**src/rtl/rr_arb64_4.sv**
```systemverilog
// Four-channel round-robin arbiter with a registered output stage and a 2-bit source index.
// Optional build macro RR_ARB_LOCK_EN adds in_last and keeps a multi-beat packet on one channel.
module rr_arb64_4 #(
    parameter int DATA_W = 64
) (
    input  logic              clk,
    input  logic              rst_n,
    input  logic [DATA_W-1:0] y0,
    input  logic [DATA_W-1:0] y1,
    input  logic [DATA_W-1:0] y2,
    input  logic [DATA_W-1:0] y3,
    input  logic [3:0]        in_valid,
`ifdef RR_ARB_LOCK_EN
    input  logic [3:0]        in_last,
`endif
    output logic [3:0]        in_ready,
    output logic [DATA_W-1:0] z,
    output logic              z_valid,
    input  logic              z_ready,
    output logic [1:0]        x
);

    logic [1:0]        ptr;
    logic              load;
    logic [3:0]        req;
    logic              gnt_vld;
    logic [1:0]        gnt;
    logic [1:0]        cand;
    logic              fire;
    logic              ptr_adv;
    logic [DATA_W-1:0] y_sel;

    assign load = !z_valid || z_ready;

`ifdef RR_ARB_LOCK_EN
    // state   | meaning
    // ST_FREE | arbitrate per beat starting at ptr
    // ST_LOCK | mid-packet; only lock_ch may be granted
    typedef enum logic {
        ST_FREE = 1'b0,
        ST_LOCK = 1'b1
    } lock_state_t;

    lock_state_t state_q, state_d;
    logic [1:0]  lock_ch_q, lock_ch_d;

    always_ff @(posedge clk or negedge rst_n) begin
        if (!rst_n) begin
            state_q   <= ST_FREE;
            lock_ch_q <= 2'd0;
        end else begin
            state_q   <= state_d;
            lock_ch_q <= lock_ch_d;
        end
    end

    always_comb begin
        state_d   = state_q;
        lock_ch_d = lock_ch_q;
        if (fire) begin
            if (in_last[gnt]) begin
                state_d = ST_FREE;
            end else begin
                state_d   = ST_LOCK;
                lock_ch_d = gnt;
            end
        end
    end

    assign req     = (state_q == ST_LOCK) ? (in_valid & (4'b0001 << lock_ch_q)) : in_valid;
    assign ptr_adv = in_last[gnt];
`else
    assign req     = in_valid;
    assign ptr_adv = 1'b1;
`endif

    // Descending scan so the candidate closest to ptr is the last one written and wins.
    always_comb begin
        gnt_vld = 1'b0;
        gnt     = ptr;
        cand    = ptr;
        for (int k = 3; k >= 0; k--) begin
            cand = ptr + 2'(k);
            if (req[cand]) begin
                gnt_vld = 1'b1;
                gnt     = cand;
            end
        end
    end

    // Gating with rst_n keeps in_ready low while reset is held, regardless of clk.
    assign fire     = rst_n && load && gnt_vld;
    assign in_ready = fire ? (4'b0001 << gnt) : 4'b0000;

    always_comb begin
        y_sel = y0;
        case (gnt)
            2'd0: y_sel = y0;
            2'd1: y_sel = y1;
            2'd2: y_sel = y2;
            2'd3: y_sel = y3;
            default: y_sel = y0;
        endcase
    end

    always_ff @(posedge clk or negedge rst_n) begin
        if (!rst_n) begin
            z       <= '0;
            x       <= 2'd0;
            z_valid <= 1'b0;
            ptr     <= 2'd0;
        end else if (fire) begin
            z       <= y_sel;
            x       <= gnt;
            z_valid <= 1'b1;
            if (ptr_adv) begin
                ptr <= gnt + 2'd1;
            end
        end else if (load) begin
            z_valid <= 1'b0;
        end
    end

    a_ready_onehot: assert property (@(posedge clk) disable iff (!rst_n)
        $onehot0(in_ready));

    a_stall_no_ready: assert property (@(posedge clk) disable iff (!rst_n)
        (z_valid && !z_ready) |-> (in_ready == 4'b0000));

    a_stall_hold: assert property (@(posedge clk) disable iff (!rst_n)
        (z_valid && !z_ready) |=> (z_valid && $stable(z) && $stable(x)));

endmodule

```
**config.mk**
```make
export PLATFORM = sky130hd
export DESIGN_NAME = rr_arb64_4
export DESIGN_NICKNAME = d
export VERILOG_FILES = /design/src/rtl/rr_arb64_4.sv
export SDC_FILE = /design/constraint.sdc
export NUM_CORES = 1
export LEC_CHECK = 0
export ABC_AREA = 1
export ABC_CLOCK_PERIOD_IN_PS = 3100
export BUFFER_PORTS_ARGS = -buffer_cell sky130_fd_sc_hd__buf_2
export CAP_MARGIN = 25
export CORE_AREA = 5 5 127 129
export DETAILED_ROUTE_END_ITERATION = 8
export DIE_AREA = 0 0 132 134
export PLACE_DENSITY = 0.66
export SLEW_MARGIN = 20
export SYNTH_ARGS = -nofsm -noshare
export SYNTH_HDL_FRONTEND = slang
export SYNTH_SLANG_ARGS = --single-unit
```
**constraint.sdc**
```tcl
create_clock -name clk -period 3.1 [get_ports clk]
set_clock_uncertainty 0.1 [all_clocks]
set_input_delay 0.155 -clock clk [delete_from_list [all_inputs] [get_ports clk]]
set_output_delay 0.155 -clock clk [all_outputs]
set_load 0.03 [all_outputs]
```
### Word level (Yosys, flattened, before mapping)

Index checks and enable logic that the tools add are counted.

| storage, ports and cells | value |
|---|---|
| bits in registers | 69 |
| bits of input ports | 263 |
| output and inout port bits | 71 |

| cells by class | value |
|---|---|
| add/subtract/negate cells | 4 |
| magnitude comparators | 4 |
| equality and inequality tests | 3 |
| shifts and indexed selects | 1 |
| mux-type cells | 20 |
| reductions and logical operators | 6 |

Operators by type and width:

| kind | number |
|---|---|
| one-hot mux 64 bit (4 select lines) | 1 |
| less-than comparator 2 x 3 -> 1 bit, second input constant | 4 |
| 2-to-1 mux 1 bit | 10 |
| binary-select mux 1 bit (select 2 bit) | 4 |
| 2-to-1 mux 2 bit | 4 |
| adder 2 x 1 -> 2 bit, second input constant | 2 |
| adder 2 bit, second input constant | 2 |
| == test 2 bit, second input constant | 2 |
| 2-to-1 mux 4 bit | 1 |
| left shift 1 x 2 -> 4 bit, first input constant | 1 |
| == test 2 x 1 -> 1 bit, second input constant | 1 |
| logical AND 1 bit | 2 |
| zero test 2 bit | 1 |
| nonzero test 2 bit | 1 |
| zero test 1 bit | 1 |
| logical OR 1 bit | 1 |

### Depth between registers and ports, before layout

Gate-level depths: netlist (run 1).

| depth | value |
|---|---|
| depth in word-level cells | 9 |
| mapped depth | 20 |
| depth with buffers taken out | 16 |

### Worst setup path before layout (run 1)

OpenSTA, ideal clock, no wires.

| timing path | value |
|---|---|
| kind | flip-flop to output port |
| start point | register ptr[0] |
| end point | output port in_ready[2] |
| data arrival time | 2.503 ns |
| path slack | 0.342 ns |
| cell stages (with the launch flop) | 17 |
| path buffers | 4 |
| cells stage by stage | dfrtp_1 -> buf_4 -> o21ai_1 -> nand2_1 -> nand2_1 -> inv_1 -> nand2_1 -> nand2_1 -> nand2_1 -> nand2_1 -> buf_6 -> inv_1 -> ha_1 -> clkbuf_1 -> clkbuf_1 -> inv_1 -> nor2_1 |

| between the ends | value |
|---|---|
| word-level cells in the longest chain between the ends | 9 |

Ends and longest elaborated chain:

| element | line | source |
|---|---|---|
| start, declared | 23 | `logic [1:0] ptr;` |
| start signal, assigned | 117 | `ptr <= gnt + 2'd1;` |
| adder 2 bit | 83 | `cand = ptr + 2'(k);` |
| binary-select mux 1 bit (select 2 bit) | 84 | `if (req[cand]) begin` |
| 2-to-1 mux 1 bit (not written as such) | 84 |  |
| 2-to-1 mux 2 bit / 2-to-1 mux 1 bit (equally long branches) (4 in a row) | 84 |  |
| left shift 1 x 2 -> 4 bit / logical AND 1 bit (equally long branches) | 93, 92 |  |
| 2-to-1 mux 4 bit * | 93 | `assign in_ready = fire ? (4'b0001 << gnt) : 4'b0000;` |
| end, declared | 16 | `output logic [3:0] in_ready,` |

Mark *: on every way between the ends. The rest lies on a longest branch, timed or not. The select of a mux whose other input is x is not followed.

### Worst setup path in the final report (run 1)

Ends and elaborated chain as after synthesis.

==> results of run 1 <==
[path summary, 6_finish.rpt]
check	endpoint	slack, ns	start
min reg2reg	z[27]$_DFFE_PN0N_	0.37	z[27]$_DFFE_PN0N_
max	in_ready[2]	0.34	ptr[0]$_DFFE_PN0N_
max in group asynchronous	z[57]$_DFFE_PN0N_	2.34	rst_n
max reg2reg	z[42]$_DFFE_PN0N_	0.47	ptr[0]$_DFFE_PN0N_
min	z[24]$_DFFE_PN0N_	-0.006	rst_n
min in group clk	z[45]$_DFFE_PN0N_	0.04	y3[45]
[critical path, stage by stage (launching register included)]
cell     delay (ns)
dfrtp_1        0.49
inv_4          0.13
nand2_1        0.07
nand3_1        0.10
nand2_1        0.07
inv_2          0.05
nand2_1        0.04
nand2_1        0.07
nand2_1        0.05
nand2_1        0.06
nand2_2        0.07
inv_1          0.14
ha_2           0.21
buf_6          0.25
inv_1          0.07
nor2_1         0.09
buf_2          0.22
[through the flow]
step	total power, uW	cell area, sq um	hold slack [ns]	setup slack, ns	std cells
after floorplan	6893	4838	-0.2406	0.3417	716
after global placement	8654	6616	0.3571	0.4937	1192
after detailed placement	8710	6616	0.3607	0.4521	1192
after CTS	9807	6929	0.02070	0.2588	1208
after global routing	10570	6933	0.04371	0.05704	1208
final	9724	6933	-0.006493	0.3417	1208
[routing by layer]
metal  up-vias  wire length (microns)  global-route usage, %  share of wire [%]
li1       2958                      -                      -                  -
met1      2690                   7538                  24.25                 41
met2       249                   8957                  32.65                 48
met3        36                   1439                  4.426                7.8
met4         0                    539                  8.114                2.9
met5         -                      0                      0                  0
[sequential cells by signal, indices dropped and copies added, names as in the netlist]
signal / cells
x: 2
z: 64
z_valid: 1
ptr: 2
[cells in the final DEF (no fill, tap or decap), types with 2 or more instances in the layout]
cell type | Yosys | final
buf_2 | 20 | 332
clkbuf_16 | 0 | 9
nand3_2 | 10 | 10
a221oi_1 | 64 | 64
nor2_1 | 5 | 5
buf_4 | 1 | 9
nand3_1 | 61 | 60
a21oi_1 | 64 | 64
clkbuf_8 | 0 | 3
nand2_1 | 291 | 290
buf_12 | 0 | 4
dfrtp_1 | 69 | 69
inv_2 | 4 | 4
inv_1 | 77 | 77
o21ai_0 | 4 | 4
ha_2 | 0 | 2
[power breakdown]
| part | total, uW | internal [uW] | switching, uW | leakage (uW) |
|---|---|---|---|---|
| clock network | 1050 | 687 | 367 | 0.000152 |
| logic | 7070 | 2360 | 4700 | 0.00309 |
| registers | 1600 | 1350 | 247 | 0.000858 |
| total | 9720 | 4410 | 5320 | 0.00410 |
[cell families (layout without fill, tap and decap cells)]
kind of cell             count (synthesis)  in the layout  share of synthesized area [%]
AO/OA/AOI/OAI                          135            135                          19.06
buffers and inverters                  140            444                          12.90
flip-flops                              69             69                          35.69
adder cells (fa/ha/maj)                  3              3                         0.7759
AND/OR/NAND/NOR                        369            369                          31.57
[layout make-up]
type	instances	area share, %
Multi-Input combinational cell	507	36.46
Timing Repair Buffer	346	26.26
Sequential cell	69	24.91
Inverter	82	4.476
Clock buffer	13	3.898
Tap cell	188	3.393
Clock inverter	3	0.6136
[timing repair]
action,4_1_cts,5_1_grt
gates resized for setup,0,1
hold endpoints to repair,0,0
endpoints found under the setup margin,0,1
==> flow_summary.ini, run 1 <==
[status]
status = finished, violations left
violations = hold timing

[route]
vias_per_cell = 4.911
ant_nets = 0
drtPass1Iterations = 5
finalWirelength_microns = 18480
drtIter0Drc = 318
wl_per_cell_microns = 15.29
drc = 0
vias = 5933

[finish]
nets = 1281
area_growth_pct = 43.29
fillers = 1599
finish.utilization_pct = 46.47
multi_input_area_sq_um = 2527
n_antenna_cell = 0
layout-drive-gt1-share_pct = 37.45
seq_area_sq_um = 1727

[timing]
finalHoldViolations = 12
rsz0062_at_grt = no
fmax_mhz = 362.5
worstMarginPinSlew_ns = 0.8904
whs_ns = -0.006493
final-setup-viol-count = 0
slew_headroom_pct = 40.64
fin_crit_sh_pct = 88.98
maxSlewViolCount = 0
period_needed_ns = 2.758
fin_tns_setup_ns = 0

[yosys]
syn_area_per_cell_sq_um = 6.758
ys_warn_count = 0
synthCells = 716
synth_area_leaders = dfrtp_1 (36%), nand2_1 (23%), a221oi_1 (12%)
synth_top_area_share_pct = 35.69
synth_nets = 982
async_flop_share_pct = 100.0
yosys.area.top_type = dfrtp_1
synth_edf_count = 0
synth_ff_type = dfrtp_1
ys_ff_latch = 69
ys_seq_area_share_pct = 35.69
post-synth-top-count-cell = nand2_1
ys_types = 21
synthTopCellsByCount = nand2_1 (291), inv_1 (77), dfrtp_1 (69)
syn_area_sq_um = 4838

[floorplan]
floorplan.rows = 45
dieArea_sq_um = 17690
ios = 334
fp.dieH_microns = 134
initial_core_util_pct = 32.43
fp.coreArea_sq_um = 14920
die_x_microns = 132

[min_path]
hold_path_class = input port to asynchronous set/reset pin

[global_routing]
antenna_found_initial = 0
overflow = 0
grt_usage_pct = 19.50
grt_pass1_vias = 5665
grt_pass1_wl_microns = 28480
grt_max_degree = 70

[clock_tree]
clock-sinks = 69
cts_buffer_depth = 2
cts_tree = built
cts_setup_buffers = 0
cts-root-buf = clkbuf_16
htreeDepth = 3
clk_pin_slew_ns = 0.05
insertion_delay_ns = 0.32
numCtsBuffers = 9
hold_buffers = 0

[critical_path]
end_kind = output pin
cp-start-kind = flop
arrival_ns = 2.50
worstPathRequired_ns = 2.84
ff2ff_path_depth = 15
critPathKind = flop to output pin
cp_max_fo = 27

[pwr]
powerDensity_nw_per_um2 = 1403
ir_drop_mv = 0.7512
power_leakage_uw = 0.004102

[place]
dp.final_hpwl_microns = 13690
place_congestion = 0.8719
io_buffers = 333

[flow_run]
maxCapViolations = 0
(Power assumes the default switching activity.)
==> run 2: changes to the inputs <==
--- a/config.mk
+++ b/config.mk
@@ -6,13 +6,13 @@
 export NUM_CORES = 1
 export LEC_CHECK = 0
 export ABC_AREA = 1
-export ABC_CLOCK_PERIOD_IN_PS = 3100
+export ABC_CLOCK_PERIOD_IN_PS = 2500
 export BUFFER_PORTS_ARGS = -buffer_cell sky130_fd_sc_hd__buf_2
 export CAP_MARGIN = 25
-export CORE_AREA = 5 5 127 129
+export CORE_AREA = 5 5 126 128
 export DETAILED_ROUTE_END_ITERATION = 8
-export DIE_AREA = 0 0 132 134
-export PLACE_DENSITY = 0.66
+export DIE_AREA = 0 0 131 133
+export PLACE_DENSITY = 0.69
 export SLEW_MARGIN = 20
 export SYNTH_ARGS = -nofsm -noshare
 export SYNTH_HDL_FRONTEND = slang
==> constraint.sdc (replaced) <==
create_clock -name clk -period 2.5 [get_ports clk]
set_clock_uncertainty 0.1 [all_clocks]
set_input_delay 0.125 -clock clk [delete_from_list [all_inputs] [get_ports clk]]
set_output_delay 0.125 -clock clk [all_outputs]
set_load 0.03 [all_outputs]
==> flow_summary.ini, run 2 (same netlist as run 1, synthesis figures left out) <==
[timing]
fin_crit_sh_pct = 101.5
period_needed_ns = 2.538
finalWorstSetupSlack_ns = -0.03800
maxSlewViolCount = 0
finalHoldViolations = 0
rsz0062_at_grt = yes
fmax_mhz = 394.0
final-setup-viol-count = 8
slew_headroom_pct = 39.17
whs_ns = 0.008995
worstMarginPinSlew_ns = 0.9125

[floorplan]
floorplan.rows = 45
dieArea_sq_um = 17420
ios = 334
die_x_microns = 131
fp.coreArea_sq_um = 14750
fp.dieH_microns = 133
initial_core_util_pct = 32.80

[finish]
nets = 1311
final_cell_mix = buf_2 (330), nand2_1 (274), inv_1 (72)
reg.largest.list = z: 64 flops, ptr: 2 flops, x: 2 flops
layout-drive-gt1-share_pct = 45.43
top_register = z
layout_commonest_cell = buf_2
area_growth_pct = 63.38
fillers = 1485
largest_reg_flops = 64
finish.utilization_pct = 53.59
fin_area_sq_um = 7905

[global_routing]
grt_usage_pct = 19.59
antenna_found_initial = 1
overflow = 0
grt_pass1_vias = 5620
grt_max_degree = 70
grt_pass1_wl_microns = 27260

[critical_path]
critPathKind = flop to output pin
critPathMaxStageDelay_ns = 0.46
cp_max_fo = 8
cp_slowest_cell = dfrtp_2
path_cells = buf_6, nand2_2, nand2_2, nand2_2, nand3_2, nand2_2, nand2_2, a21oi_4, inv_4, ha_4, buf_12, clkinv_8, nor2_4, buf_6
r2r_slack_ns = -0.04
r2r-start = ptr[0]$_DFFE_PN0N_
crit_path_start = ptr[0]$_DFFE_PN0N_
end_kind = output pin
crit_path_end = in_ready[1]
ff2ff_path_depth = 15
r2r-end = z[56]$_DFFE_PN0N_
cp-start-kind = flop
worstPathRequired_ns = 2.28
arrival_ns = 2.31
crit_top_cell = nand2_2

[route]
ant_nets = 0
finalWirelength_microns = 21550
vias_per_cell = 5.012
vias = 6210
drtIter0Drc = 324
drc = 0
wl_per_cell_microns = 17.39
drtPass1Iterations = 6

[flow_run]
maxCapViolations = 0

[place]
post-place-ws_ns = -0.1528
io_buffers = 333
place_congestion = 0.8489
placed_area_sq_um = 6696
dp.final_hpwl_microns = 13500

[pwr]
p_total_uw = 15230
ir_drop_mv = 1.032
powerDensity_nw_per_um2 = 1926
power_leakage_uw = 0.004459

[clock_tree]
cts_buffer_depth = 2
cts_tree = built
insertion_delay_ns = 0.33
htreeDepth = 3
numCtsBuffers = 9
clk_pin_slew_ns = 0.06
clock-sinks = 69
cts-root-buf = clkbuf_16

[status]
violations = setup timing
status = finished, violations left

[min_path]
hold_path_class = input port to flop
run 2: worst min-delay path by stage:
stage               cells after the start    from            endpoint
finish                                  5   y1[8]    z[8]$_DFFE_PN0N_
global route                            5  y1[37]   z[37]$_DFFE_PN0N_
CTS                                     5  y3[53]   z[53]$_DFFE_PN0N_
detailed placement                      2   rst_n   z[24]$_DFFE_PN0N_
global placement                        2   rst_n   z[16]$_DFFE_PN0N_
floorplan                               0   rst_n  ptr[0]$_DFFE_PN0N_
run 2: power breakdown:
group	total (uW)	switching (uW)	internal [uW]
Clock	1380	486	898
Sequential	1970	292	1680
Combinational	11900	7310	4560
Total	15200	8090	7140
run 2: what timing repair did:
action                                 4_1_cts  5_1_grt
buffers inserted                             0        7
gates resized for setup                     13       92
endpoints found under the hold margin       46        0
hold buffers                                13        0
cloned                                       0        9
pin swaps                                    0       18
setup endpoints to repair                   31       68
run 2: area by class of cell:
class,count,area (sq um),share of cell area [%]
clock inverter,6,86.33,1.092
tap,188,235.2,2.976
sequential,69,1729,21.87
antenna,1,2.502,0.03166
multi-input combinational,507,2983,37.73
inverter,82,327.8,4.147
clock buffer,10,239.0,3.023
timing repair buffer,376,2302,29.12
run 2: stage by stage:
step,setup TNS [ns],instances
final,-0.1443,1239
after global routing,-4.494,1239
after CTS,-0.0003111,1222
after detailed placement,-0.6305,1193
after global placement,-0.2974,1193
after floorplan,-0.4807,716
run 2: per-layer routing:
| layer | global-route usage [%] | wire length (microns) | vias to the layer above | share of wire [%] |
|---|---|---|---|---|
| met5 | 0 | 0 | - | 0 |
| met4 | 8.114 | 758 | 0 | 3.5 |
| met3 | 4.199 | 1854 | 60 | 8.6 |
| met2 | 34.31 | 10530 | 303 | 49 |
| met1 | 22.78 | 8409 | 2822 | 39 |
| li1 | - | - | 3025 | - |
run 2: critical path: cells and delay by family (launching register included):
| kind | cells | cell delay (ns) |
|---|---|---|
| fa+ha+maj | 1 | 0.21 |
| flops | 1 | 0.46 |
| buf+inv | 5 | 0.59 |
| compound gates | 1 | 0.27 |
| simple gates | 7 | 0.43 |
